## config.mk

```make
export PLATFORM = sky130hd
export DESIGN_NAME = fetch_pc_unit_flat
export DESIGN_NICKNAME = d
export VERILOG_FILES = /design/src/rtl/fetch_pc_unit_if.sv /design/src/rtl/fetch_pc_unit.sv /design/src/flat_wrapper.sv
export SDC_FILE = /design/constraint.sdc
export NUM_CORES = 1
export LEC_CHECK = 0
export CORE_MARGIN = 5
export CORE_UTILIZATION = 25
export DETAILED_ROUTE_END_ITERATION = 8
export PLACE_DENSITY = 0.53
export REMOVE_ABC_BUFFERS = 1
export SLEW_MARGIN = 20
export SYNTH_ARGS = -nofsm -noshare
export SYNTH_HDL_FRONTEND = slang
export SYNTH_SLANG_ARGS = --single-unit
```

## constraint.sdc

```tcl
create_clock -name clk -period 3.7 [get_ports clk]
set_input_delay 0.37 -clock clk [delete_from_list [all_inputs] [get_ports clk]]
set_output_delay 0.37 -clock clk [all_outputs]
set_load 0.02 [all_outputs]
```

## src/rtl/fetch_pc_unit_if.sv

```systemverilog
// Instruction-memory request/response port of the fetch unit.
// The fetch unit is the master; the memory is the slave.
interface fetch_pc_unit_if #(
    parameter int WIDTH = 32
) ();
    logic             imem_req_valid;
    logic             imem_req_ready;
    logic [WIDTH-1:0] imem_req_addr;
    logic             imem_rsp_valid;
    logic [WIDTH-1:0] imem_rsp_data;

    modport master (
        output imem_req_valid,
        output imem_req_addr,
        input  imem_req_ready,
        input  imem_rsp_valid,
        input  imem_rsp_data
    );

    modport slave (
        input  imem_req_valid,
        input  imem_req_addr,
        output imem_req_ready,
        output imem_rsp_valid,
        output imem_rsp_data
    );
endinterface

```

## src/rtl/fetch_pc_unit.sv

```systemverilog
// Fetch stage of the 5-stage core: owns the PC, keeps one imem request in
// flight and presents inst_if/pc_if/pc_plus_4_if to the IF/ID register.
module fetch_pc_unit #(
    parameter int               WIDTH    = 32,
    parameter logic [WIDTH-1:0] RESET_PC = '0
) (
    input  logic             clk,
    input  logic             rst,
    input  logic             stall_if,
    input  logic             redirect_valid,
    input  logic [WIDTH-1:0] redirect_pc,
    fetch_pc_unit_if.master  imem,
    output logic [WIDTH-1:0] inst_if,
    output logic [WIDTH-1:0] pc_if,
    output logic [WIDTH-1:0] pc_plus_4_if,
    output logic             fetch_valid
);

    typedef enum logic [1:0] {
        S_IDLE,
        S_REQ,
        S_WAIT,
        S_HOLD
    } state_t;

    state_t           state_q, state_d;
    logic [WIDTH-1:0] pc_q, pc_d;
    logic             drop_q, drop_d;
    logic             fv_d;
    logic [WIDTH-1:0] inst_d;
    logic [WIDTH-1:0] pcif_d;
    logic [WIDTH-1:0] pcp4_d;
    logic [WIDTH-1:0] redirect_aligned;

    assign redirect_aligned = {redirect_pc[WIDTH-1:2], 2'b00};

    assign imem.imem_req_valid = (state_q == S_REQ);
    assign imem.imem_req_addr  = (state_q == S_REQ) ? pc_q : '0;

    always_comb begin
        state_d = state_q;
        pc_d    = pc_q;
        drop_d  = drop_q;
        fv_d    = fetch_valid;
        inst_d  = inst_if;
        pcif_d  = pc_if;
        pcp4_d  = pc_plus_4_if;

        unique case (state_q)
            S_IDLE: begin
                state_d = S_REQ;
            end
            S_REQ: begin
                // A redirect on the accepting cycle leaves a stale response in flight.
                if (imem.imem_req_ready) begin
                    state_d = S_WAIT;
                    drop_d  = redirect_valid;
                end
            end
            S_WAIT: begin
                if (imem.imem_rsp_valid) begin
                    if (drop_q || redirect_valid) begin
                        drop_d  = 1'b0;
                        state_d = S_REQ;
                    end else begin
                        state_d = S_HOLD;
                        fv_d    = 1'b1;
                        inst_d  = imem.imem_rsp_data;
                        pcif_d  = pc_q;
                        pcp4_d  = pc_q + WIDTH'(4);
                    end
                end else if (redirect_valid) begin
                    drop_d = 1'b1;
                end
            end
            S_HOLD: begin
                if (redirect_valid || !stall_if) begin
                    state_d = S_REQ;
                    fv_d    = 1'b0;
                    inst_d  = '0;
                    if (!redirect_valid) begin
                        pc_d = pc_q + WIDTH'(4);
                    end
                end
            end
            default: begin
                state_d = S_IDLE;
            end
        endcase

        // Redirect outranks stall and every state-specific PC update.
        if (redirect_valid) begin
            pc_d   = redirect_aligned;
            fv_d   = 1'b0;
            inst_d = '0;
        end
    end

    always_ff @(posedge clk or posedge rst) begin
        if (rst) begin
            state_q      <= S_IDLE;
            pc_q         <= RESET_PC;
            drop_q       <= 1'b0;
            fetch_valid  <= 1'b0;
            inst_if      <= '0;
            pc_if        <= '0;
            pc_plus_4_if <= '0;
        end else begin
            state_q      <= state_d;
            pc_q         <= pc_d;
            drop_q       <= drop_d;
            fetch_valid  <= fv_d;
            inst_if      <= inst_d;
            pc_if        <= pcif_d;
            pc_plus_4_if <= pcp4_d;
        end
    end

endmodule

```

## src/flat_wrapper.sv

```systemverilog
// flat-port wrapper written by rule: the top's interface ports become plain ports
module fetch_pc_unit_flat 
#(
    parameter int               WIDTH    = 32,
    parameter logic [WIDTH-1:0] RESET_PC = '0
)
  (clk, rst, stall_if, redirect_valid, redirect_pc, inst_if, pc_if, pc_plus_4_if, fetch_valid, imem_imem_req_valid, imem_imem_req_addr, imem_imem_req_ready, imem_imem_rsp_valid, imem_imem_rsp_data);
  fetch_pc_unit_if #(.WIDTH(WIDTH)) imem_i ();
  input  logic clk;
  input  logic rst;
  input  logic stall_if;
  input  logic redirect_valid;
  input  logic [WIDTH-1:0] redirect_pc;
  output logic [WIDTH-1:0] inst_if;
  output logic [WIDTH-1:0] pc_if;
  output logic [WIDTH-1:0] pc_plus_4_if;
  output logic fetch_valid;
  output wire logic [$bits(imem_i.imem_req_valid)-1:0] imem_imem_req_valid;
  output wire logic [$bits(imem_i.imem_req_addr)-1:0] imem_imem_req_addr;
  input wire logic [$bits(imem_i.imem_req_ready)-1:0] imem_imem_req_ready;
  input wire logic [$bits(imem_i.imem_rsp_valid)-1:0] imem_imem_rsp_valid;
  input wire logic [$bits(imem_i.imem_rsp_data)-1:0] imem_imem_rsp_data;
  assign imem_imem_req_valid = imem_i.imem_req_valid;
  assign imem_imem_req_addr = imem_i.imem_req_addr;
  assign imem_i.imem_req_ready = imem_imem_req_ready;
  assign imem_i.imem_rsp_valid = imem_imem_rsp_valid;
  assign imem_i.imem_rsp_data = imem_imem_rsp_data;
  fetch_pc_unit #(.WIDTH(WIDTH), .RESET_PC(RESET_PC)) u_core (.clk(clk), .rst(rst), .stall_if(stall_if), .redirect_valid(redirect_valid), .redirect_pc(redirect_pc), .imem(imem_i), .inst_if(inst_if), .pc_if(pc_if), .pc_plus_4_if(pc_plus_4_if), .fetch_valid(fetch_valid));
endmodule
```

==> out/summary.md, run 1 <==
Outcome
* **result of the run** finished, final reports clean

CTS
* **H-tree depth** 4
* **clock sink count** 126
* **Post-CTS Repair Setup Buffers** 0
* **post-cts sizing count** 0
* **count of hold buffers inserted by post-cts repair** 0
* **clock latency reported for the late side of the worst-skew pair** 0.42 ns
* **clock root buffer** clkbuf_16
* **clock slew at reported path FFs** 0.06 ns
* **clock tree from TritonCTS** yes
* **number of buffers created by CTS** 17
* **number of buffers on the longest clock path** 2

Floorplan
* **Cell Rows** 57
* **die outline height** 168 um
* **starting density of the core** 25.5%
* **Die X** 168 um
* **Top Ports** 200
* **Total Die Area** 0.0281 mm^2
* **Core Region** 0.0244 mm^2

GRT
* **global routing usage summed across all routing layers** 14.7%
* **Remaining Overflow, GRT** 0
* **pin count of the biggest net entering global routing** 79
* **via count of the first global-routing pass** 5342
* **number of antenna violations at the first check in global routing** 0
* **first-pass GRT wire length** 32500 um

Timing
* **RSZ-0062 raised after global routing** false
* **count of final max-slew check failures** 0
* **setup-violating endpoint count in the final report** 0
* **final critical path time including I/O delays and setup** 2.74 ns
* **max-slew headroom at the worst pin** 45.2%
* **transition time at the pin with the least slew margin** 0.814 ns
* **TNS Setup** 0 ns
* **final-report hold violation count** 0
* **Tcrit/Tclk final** 73.9%
* **maximum clock skew at final layout** 0.00930 ns
* **Fmax** 366 MHz

Final layout
* **Ant. Diodes** 0
* **Net count, final** 912
* **final non-filler cell area** 0.00910 mm^2
* **synth-to-layout area growth** 46.4%
* **layout cell share with drive strength beyond 1** 7.18%

Synth
* **average instance area after synthesis** 9.22 um^2
* **fraction of the mapped netlist area in adder cells** 1.01%
* **flip-flop and latch count after synthesis** 126
* **xor/xnor cell area share of the yosys netlist** 3.24%
* **post-synth design cell area** 0.00622 mm^2
* **number of distinct library cell variants in the gate-level netlist after synthesis** 48
* **number of warnings printed during yosys synthesis** 0
* **Mapped Cells** 674
* **ys flop type** dfrtp_1
* **EDFF count, synth** 0
* **Compound-Gate Fraction of Synth Area** 14.7%
* **main combinational cell family by area after synthesis** simple AND/OR/NAND/NOR gates
* **basic-gate share of the synthesized area counting and, or, nand and nor cells** 24.3%
* **Seq/Total Area, Yosys** 50.7%
* **async set-reset flop share out of synthesis** 100%
* **fraction of synthesized area in multiplexers** 0.322%

Worst setup path
* **critical path cell sequence** ha_1 > nand3_1 > or4_1 > or4_1 > a31oi_1
* **critical path class** flip-flop to flip-flop
* **most repeated library cell on the critical path** or4_1
* **number of cells traversed by the worst register-to-register path** 5
* **CP Launch Type** flip-flop
* **slowest CP cell** or4_1
* **type of destination of the critical path** flip-flop
* **arrival time reported for the critical path endpoint** 3.07 ns
* **critical-path maximum fanout** 24
* **required arrival time at the worst endpoint** 4.03 ns
* **critical path's largest stage delay** 0.92 ns

Power
* **P per Cell Area** 719 mW/mm^2
* **proportion of power drawn by flip-flops and latches** 31.6%
* **peak ir drop on the vdd network** 0.316 mV
* **switching fraction of total power** 35.6%
* **Power Total** 6.55 mW
* **sw power** 2.33 mW
* **cell internal pwr** 4.22 mW
* **leakage power total** 3.77 nW
* **proportion of power drawn by the clock network** 29.0%
* **combinational fraction of design power** 39.4%

Placement
* **dpl cell area** 0.00844 mm^2
* **HPWL after detailed placement** 14700 um
* **count of input and output buffers** 191
* **final weighted congestion in routability-driven placement** 0.773

Hold path
* **number of cells on the worst hold path** 3
* **type of the most critical hold path** input port to flip-flop

Route
* **first-pass iteration count of the detailed router** 4
* **vias per inst** 4.67
* **aggregate routed wire length** 20900 um
* **Initial DRC Count** 403
* **final routed wire length divided by cell count** 17.8 um
* **via count** 5481
* **remaining design rule violation count** 0
* **antenna-violating nets left** 0

Flow run
* **Maximum Capacitance Violations** 0

cells in the final DEF, fill, tap and decap left out, drive strengths merged, types with 2 or more instances in the layout:
| master | count |
|---|---|
| nand4 | 17 |
| o31ai | 18 |
| clkdlybuf4s50 | 190 |
| and2 | 31 |
| xnor2 | 17 |
| clkbuf | 19 |
| inv | 12 |
| nand2 | 139 |
| mux2i | 2 |
| o31a | 3 |
| clkinv | 6 |
| a211o | 4 |
| nor2 | 35 |
| a22o | 32 |
| nand2b | 5 |
| or3 | 8 |
| conb | 6 |
| or4 | 18 |
| o21ai | 37 |
| and4 | 5 |
| a31oi | 26 |
| a21o | 2 |
| or2 | 2 |
| buf | 19 |
| xor2 | 6 |
| nor4 | 14 |
| a21oi | 4 |
| bufinv | 5 |
| dfrtp | 126 |
| nand4bb | 2 |
| nand3 | 16 |
| ha | 5 |
| nor3 | 6 |
area by class of cell:
type / count / area, um^2
Multi-Input combinational cell: 472 / 2780
Timing Repair Buffer: 209 / 2050
Sequential cell: 126 / 3150
Tap cell: 324 / 405
Fill cell: 2502 / 15300
Inverter: 11 / 46.3
Clock inverter: 13 / 211
Clock buffer: 19 / 453
worst max-delay path, delay by kind of cell, from the launching register on:
| family | cells | cell delay [ns] |
|---|---|---|
| AND/OR/NAND/NOR | 3 | 1.69 |
| AO/OA/AOI/OAI | 1 | 0.19 |
| adder cells (fa/ha/maj) | 1 | 0.27 |
| flip-flops | 1 | 0.50 |
metrics by stage:
step / hold WS [ns] / cells / util (%) / setup WS [ns]
floorplan: 0.477 / 609 / - / -1.60
global placement: 0.459 / 1142 / 34.6 / 0.989
detailed placement: 0.462 / 1142 / 34.6 / 0.952
CTS: 0.366 / 1174 / 37.3 / 0.921
global route: 0.379 / 1174 / 37.3 / 0.808
finish: 0.377 / 1174 / 37.3 / 0.965
metal layers:
layer / track usage, % / share of wire [%]
met5: 0 / 0
met4: 3.35 / 0.72
met3: 3.87 / 5.2
met2: 22.4 / 45
met1: 21.0 / 49
power by group through the flow:
stage	clock [mW]	sequential (mW)	combinational [mW]
global placement	0	2.10	2.60
finish	1.90	2.07	2.58
detailed placement	0	2.10	2.61
floorplan	0	2.50	0.800
CTS	1.95	2.08	2.62
global route	2.02	2.14	2.78
worst paths after layout:
| check | startpoint | endpoint | slack [ns] |
|---|---|---|---|
| max reg2reg | u_core.pc_q[2] | u_core.pc_plus_4_if[26] | 0.96 |
| min in group asynchronous | rst | u_core.inst_if[19] | 0.45 |
| min | redirect_valid | u_core.pc_q[10] | 0.38 |
| max in group asynchronous | rst | u_core.pc_plus_4_if[26] | 2.48 |
| min reg2reg | u_core.pc_if[12] | u_core.pc_if[12] | 0.47 |
| max | u_core.pc_q[2] | u_core.pc_plus_4_if[26] | 0.96 |
flip-flops by register name, indices dropped and copies added (netlist names):
signal	cells
u_core.pc_q	30
u_core.drop_q	1
u_core.pc_if	30
u_core.inst_if	32
u_core.state_q	2
u_core.pc_plus_4_if	30
u_core.fetch_valid	1
logic make-up (layout without fill, tap and decap cells):
| logic type | after synthesis | after routing |
|---|---|---|
| and+or+nand+nor | 304 | 304 |
| buffers and inverters | 81 | 252 |
| muxes | 2 | 2 |
| other | 1 | 6 |
| DFF | 126 | 126 |
| adders and majority gates | 5 | 5 |
| AOI/OAI and AO/OA | 132 | 132 |
| xor gates and xnor gates | 23 | 23 |
synthesized netlist by cell type (all sizes together) (16+ instances only):
cell    number  area (um^2)
o31ai       18          135
o21ai       37          185
and2        31          194
a31oi       26          163
clkbuf      50          188
dfrtp      126         3150
xnor2       17          149
nand2      139          522
nand3       16         80.1
nor2        35          131
nand4       17          121
or4         18          139
a22o        32          280
buf         20          120
Power figures use the tool's default switching activity.
==> run 2: changes to the inputs <==
PLACE_DENSITY = 0.52   (was 0.53)
clock period = 2.7 ns   (was 3.7 ns; I/O delays follow)
==> out/summary.md, run 2 (synthesis results as in run 1) <==
Floorplan
* **Core Region** 0.0244 mm^2
* **die outline height** 168 um
* **starting density of the core** 25.5%
* **Top Ports** 200
* **Die X** 168 um
* **Total Die Area** 0.0281 mm^2
* **Cell Rows** 57

Worst setup path
* **worst reg2reg setup slack** 0.39 ns
* **critical path's largest stage delay** 0.64 ns
* **arrival time reported for the critical path endpoint** 2.20 ns
* **critical path class** flip-flop to output pin
* **critical-path maximum fanout** 22
* **worst setup path endpoint** imem_imem_req_addr[15]
* **Worst setup startpoint** u_core.state_q[1]
* **total buffers and inverters traversed by the critical path** 3
* **instance count on the critical path** 5
* **Crit Reg-Reg Startpoint** u_core.pc_q[2]
* **category of cells accounting for the largest share of critical-path delay** buffers and inverters
* **slowest CP cell** clkdlybuf4s50_1
* **endpoint of the lowest-slack register-to-register path** u_core.pc_plus_4_if[20]
* **critical path cell sequence** inv_1 > ha_2 > buf_4 > and2_1 > clkdlybuf4s50_1
* **type of destination of the critical path** output pin
* **CP Launch Type** flip-flop
* **number of cells traversed by the worst register-to-register path** 6
* **required arrival time at the worst endpoint** 2.43 ns

GRT
* **pin count of the biggest net entering global routing** 51
* **busiest grt layer** met2
* **fraction of met1 tracks used by global routing** 21.4%
* **Remaining Overflow, GRT** 0
* **via count of the first global-routing pass** 5549
* **met2 Resource Use GR** 22.6%
* **fraction of met3 tracks used by global routing** 4.71%
* **number of antenna violations at the first check in global routing** 1
* **first-pass GRT wire length** 33700 um
* **global routing usage summed across all routing layers** 15.2%

Final layout
* **layout cell share with drive strength beyond 1** 9.10%
* **final non-filler cell area** 0.00919 mm^2
* **count of fill cells added during filler insertion** 2482
* **commonest non-fill, non-tap cell in the layout** clkdlybuf4s50_1
* **flip-flop count of the largest register, all copies and words added** 32
* **Net count, final** 930
* **register with the most flip-flops** u_core.inst_if
* **FF+latch area** 0.00315 mm^2
* **area of combinational cells with multiple inputs** 0.00278 mm^2
* **commonest non-fill, non-tap cells in the layout** clkdlybuf4s50_1, nand2_1, dfrtp_1
* **synth-to-layout area growth** 47.8%
* **Ant. Diodes** 0

CTS
* **clock root buffer** clkbuf_16
* **H-tree depth** 4
* **number of buffers created by CTS** 17
* **post-cts sizing count** 0
* **clock tree from TritonCTS** yes
* **count of hold buffers inserted by post-cts repair** 0
* **clock latency reported for the late side of the worst-skew pair** 0.42 ns
* **clock sink count** 126
* **number of buffers on the longest clock path** 2
* **clock slew at reported path FFs** 0.06 ns
* **Post-CTS Repair Setup Buffers** 0

Outcome
* **result of the run** finished, final reports clean

Flow run
* **Maximum Capacitance Violations** 0

Route
* **via count** 5613
* **Initial DRC Count** 425
* **vias per inst** 4.71
* **antenna-violating nets left** 0
* **remaining design rule violation count** 0
* **final routed wire length divided by cell count** 17.9 um
* **aggregate routed wire length** 21300 um
* **first-pass iteration count of the detailed router** 5

Timing
* **RSZ-0062 raised after global routing** false
* **final-report hold violation count** 0
* **setup-violating endpoint count in the final report** 0
* **transition time at the pin with the least slew margin** 0.734 ns
* **final critical path time including I/O delays and setup** 2.47 ns
* **count of final max-slew check failures** 0
* **Tcrit/Tclk final** 91.5%
* **Fmax** 405 MHz
* **max-slew headroom at the worst pin** 50.6%
* **worst hold slack** 0.251 ns
* **maximum clock skew at final layout** 0.0143 ns

Placement
* **HPWL after detailed placement** 15200 um
* **dpl cell area** 0.00857 mm^2
* **count of input and output buffers** 191
* **final weighted congestion in routability-driven placement** 0.798

Power
* **P per Cell Area** 960 mW/mm^2
* **leakage power total** 3.81 nW
* **peak ir drop on the vdd network** 0.398 mV

Hold path
* **type of the most critical hold path** input port to async pin

-- run 2: cell types whose count changed in the layout (fill, tap and decap cells not counted) --
cell        previous run  this run
ha_1                   5         4
clkinvlp_4             1         5
bufinv_16              5         3
inv_6                  2         3
clkbuf_1               0         1
buf_4                 17        35
clkinv_4               4         1
clkinv_2               2         1
ha_2                   0         1
-- run 2: through the flow --
step | util [%] | cells | TNS, ns | setup slack [ns] | power, mW
after detailed placement | 35.1 | 1160 | 0 | 0.401 | 6.50
after global placement | 35.1 | 1160 | 0 | 0.442 | 6.48
after CTS | 37.7 | 1192 | 0 | 0.153 | 8.97
after floorplan | - | 609 | -250.96 | -2.60 | 4.52
final | 37.7 | 1192 | 0 | 0.230 | 8.82
after global routing | 37.7 | 1192 | 0 | 0.0891 | 9.35
-- run 2: power by group --
group	leakage, nW	switching [mW]	internal (mW)
clock network	0.285	0.905	1.51
logic	1.91	1.92	1.67
registers	1.61	0.378	2.44
-- run 2: worst reg2reg max path: stages (launching register included) --
cell     delay, ns
dfrtp_1       0.35
ha_1          0.21
nand3_1       0.17
or4_1         0.56
buf_4         0.22
or4_1         0.52
a31oi_1       0.19
-- run 2: worst min path at each step --
stage          slack [ns]  cells past startpoint                 end                from
5_1_grt              0.31                      2  u_core.inst_if[15]                 rst
3_5_place_dp         0.46                      2    u_core.pc_if[21]    u_core.pc_if[21]
3_3_place_gp         0.46                      1  u_core.fetch_valid  u_core.fetch_valid
6_report             0.25                      2   u_core.inst_if[0]                 rst
4_1_cts              0.27                      2    u_core.pc_if[27]                 rst
2_1_floorplan        0.38                      1      u_core.pc_q[5]      redirect_valid
-- run 2: layout make-up --
type                       count  area share [%]
sequential                   126            34.3
clock buffer                  20            4.97
multi-input combinational    472            30.2
inverter                      11           0.504
timing repair buffer         227            23.8
tap                          324            4.41
clock inverter                12            1.73
-- run 2: layer usage --
layer / vias up / part of all wire, % / wire length, um
met4: 2 / 1.2 / 262
li1: 2727 / - / -
met5: - / 0.094 / 20
met2: 170 / 44 / 9400
met3: 20 / 6.1 / 1310
met1: 2694 / 48 / 10300
==> run 3: changes to the inputs <==
CORE_UTILIZATION = 47   (was 25)
PLACE_DENSITY = 0.84   (was 0.52)
==> out/summary.md, run 3 (synthesis results as in run 1) <==
Floorplan
* **Total Die Area** 0.0156 mm^2
* **starting density of the core** 47.5%
* **Cell Rows** 42
* **Die X** 125 um
* **Top Ports** 200
* **die outline height** 125 um
* **Core Region** 0.0131 mm^2

Final layout
* **synth-to-layout area growth** 44.8%
* **register with the most flip-flops** u_core.inst_if
* **commonest non-fill, non-tap cell in the layout** clkdlybuf4s50_1
* **non-filler cells in the finished layout** 1036
* **flip-flop count of the largest register, all copies and words added** 32
* **Ant. Diodes** 0
* **count of fill cells added during filler insertion** 981
* **utilization after layout** 68.8%
* **final non-filler cell area** 0.00900 mm^2
* **commonest non-fill, non-tap cells in the layout** clkdlybuf4s50_1, nand2_1, dfrtp_1
* **layout cell share with drive strength beyond 1** 8.37%
* **Net count, final** 922

Timing
* **count of final max-slew check failures** 0
* **RSZ-0062 raised after global routing** false
* **max-slew headroom at the worst pin** 52.8%
* **Fmax** 397 MHz
* **Tcrit/Tclk final** 93.2%
* **setup-violating endpoint count in the final report** 0
* **transition time at the pin with the least slew margin** 0.702 ns
* **final critical path time including I/O delays and setup** 2.52 ns
* **final-report hold violation count** 0
* **maximum clock skew at final layout** 0.00710 ns

Placement
* **cell total after placement** 1004
* **dpl cell area** 0.00834 mm^2
* **count of input and output buffers** 191
* **final weighted congestion in routability-driven placement** 0.922
* **HPWL after detailed placement** 13400 um

Power
* **Power Total** 8.94 mW
* **leakage power total** 3.81 nW
* **P per Cell Area** 993 mW/mm^2
* **peak ir drop on the vdd network** 0.439 mV
* **switching fraction of total power** 35.5%
* **cell internal pwr** 5.77 mW
* **sw power** 3.17 mW
* **proportion of power drawn by flip-flops and latches** 31.8%
* **combinational fraction of design power** 39.7%
* **proportion of power drawn by the clock network** 28.6%

Worst setup path
* **CP Launch Type** flip-flop
* **critical path class** flip-flop to output pin
* **worst reg2reg setup slack** 0.28 ns
* **critical-path maximum fanout** 15
* **required arrival time at the worst endpoint** 2.43 ns
* **arrival time reported for the critical path endpoint** 2.25 ns
* **type of destination of the critical path** output pin

CTS
* **clock tree from TritonCTS** yes
* **clock latency reported for the late side of the worst-skew pair** 0.41 ns
* **clock root buffer** clkbuf_16
* **number of buffers on the longest clock path** 2
* **count of hold buffers inserted by post-cts repair** 0
* **clock sink count** 126
* **Post-CTS Repair Setup Buffers** 0
* **H-tree depth** 4
* **number of buffers created by CTS** 17
* **post-cts sizing count** 0
* **clock slew at reported path FFs** 0.06 ns

GRT
* **global routing usage summed across all routing layers** 23.5%
* **number of antenna violations at the first check in global routing** 0
* **via count of the first global-routing pass** 5455
* **first-pass GRT wire length** 29700 um
* **Remaining Overflow, GRT** 0
* **pin count of the biggest net entering global routing** 56

Hold path
* **type of the most critical hold path** input port to async pin

Route
* **Initial DRC Count** 414
* **antenna-violating nets left** 0
* **final routed wire length divided by cell count** 18.0 um
* **aggregate routed wire length** 18700 um
* **vias per inst** 5.52
* **first-pass iteration count of the detailed router** 5
* **remaining design rule violation count** 0
* **via count** 5722

Outcome
* **result of the run** finished, final reports clean

Flow run
* **Maximum Capacitance Violations** 0

## run 3: cell type report
cell class,count,area (um^2),share of cell area [%]
clock buffers,17,425,4.73
clock inverters,15,235,2.61
flip-flops and latches,126,3150,35.0
inverters,11,46.3,0.514
multi-input cells,472,2780,30.9
well taps,176,220,2.45
repair buffers,219,2140,23.8
## run 3: stage by stage
stage               TNS [ns]  setup WS [ns]  hold slack [ns]
floorplan            -250.96          -2.60            0.377
global placement           0          0.401            0.459
detailed placement         0          0.341            0.463
CTS                        0         0.0313            0.298
global route               0          0.106            0.336
finish                     0          0.184            0.284
## run 3: path summary, 6_finish.rpt
kind | from | endpoint | cells past startpoint
setup reg to reg | u_core.pc_q[8] | u_core.pc_plus_4_if[27] | 4
max in group asynchronous | rst | u_core.inst_if[2] | 3
setup / recovery | u_core.state_q[1] | imem_imem_req_addr[27] | 5
hold / removal | rst | u_core.inst_if[30] | 2
hold reg to reg | u_core.pc_if[6] | u_core.pc_if[6] | 2
min in group clk | redirect_valid | u_core.pc_q[7] | 3
## run 3: metal layers
metal  routed length (um)  track usage [%]  up-vias
li1                     -                -     2707
met1                 8080             32.1     2714
met2                 8620             36.4      265
met3                 1540             5.97       36
met4                  460             8.61        0
met5                    0                0        -
## run 3: critical path: stages, from the launching register on
cell and delay [ns]:
dfrtp_1 0.41, inv_1 0.09, ha_2 0.32, buf_4 0.24, and2_1 0.16, clkdlybuf4s50_1 0.61
## run 3: power by group through the flow
| stage | clock [mW] | sequential (mW) | combinational, mW |
|---|---|---|---|
| 2_1_floorplan | 0 | 3.42 | 1.10 |
| 3_3_place_gp | 0 | 2.83 | 3.51 |
| 3_5_place_dp | 0 | 2.86 | 3.55 |
| 4_1_cts | 2.58 | 2.84 | 3.58 |
| 5_1_grt | 2.67 | 2.91 | 3.78 |
| 6_report | 2.55 | 2.84 | 3.55 |
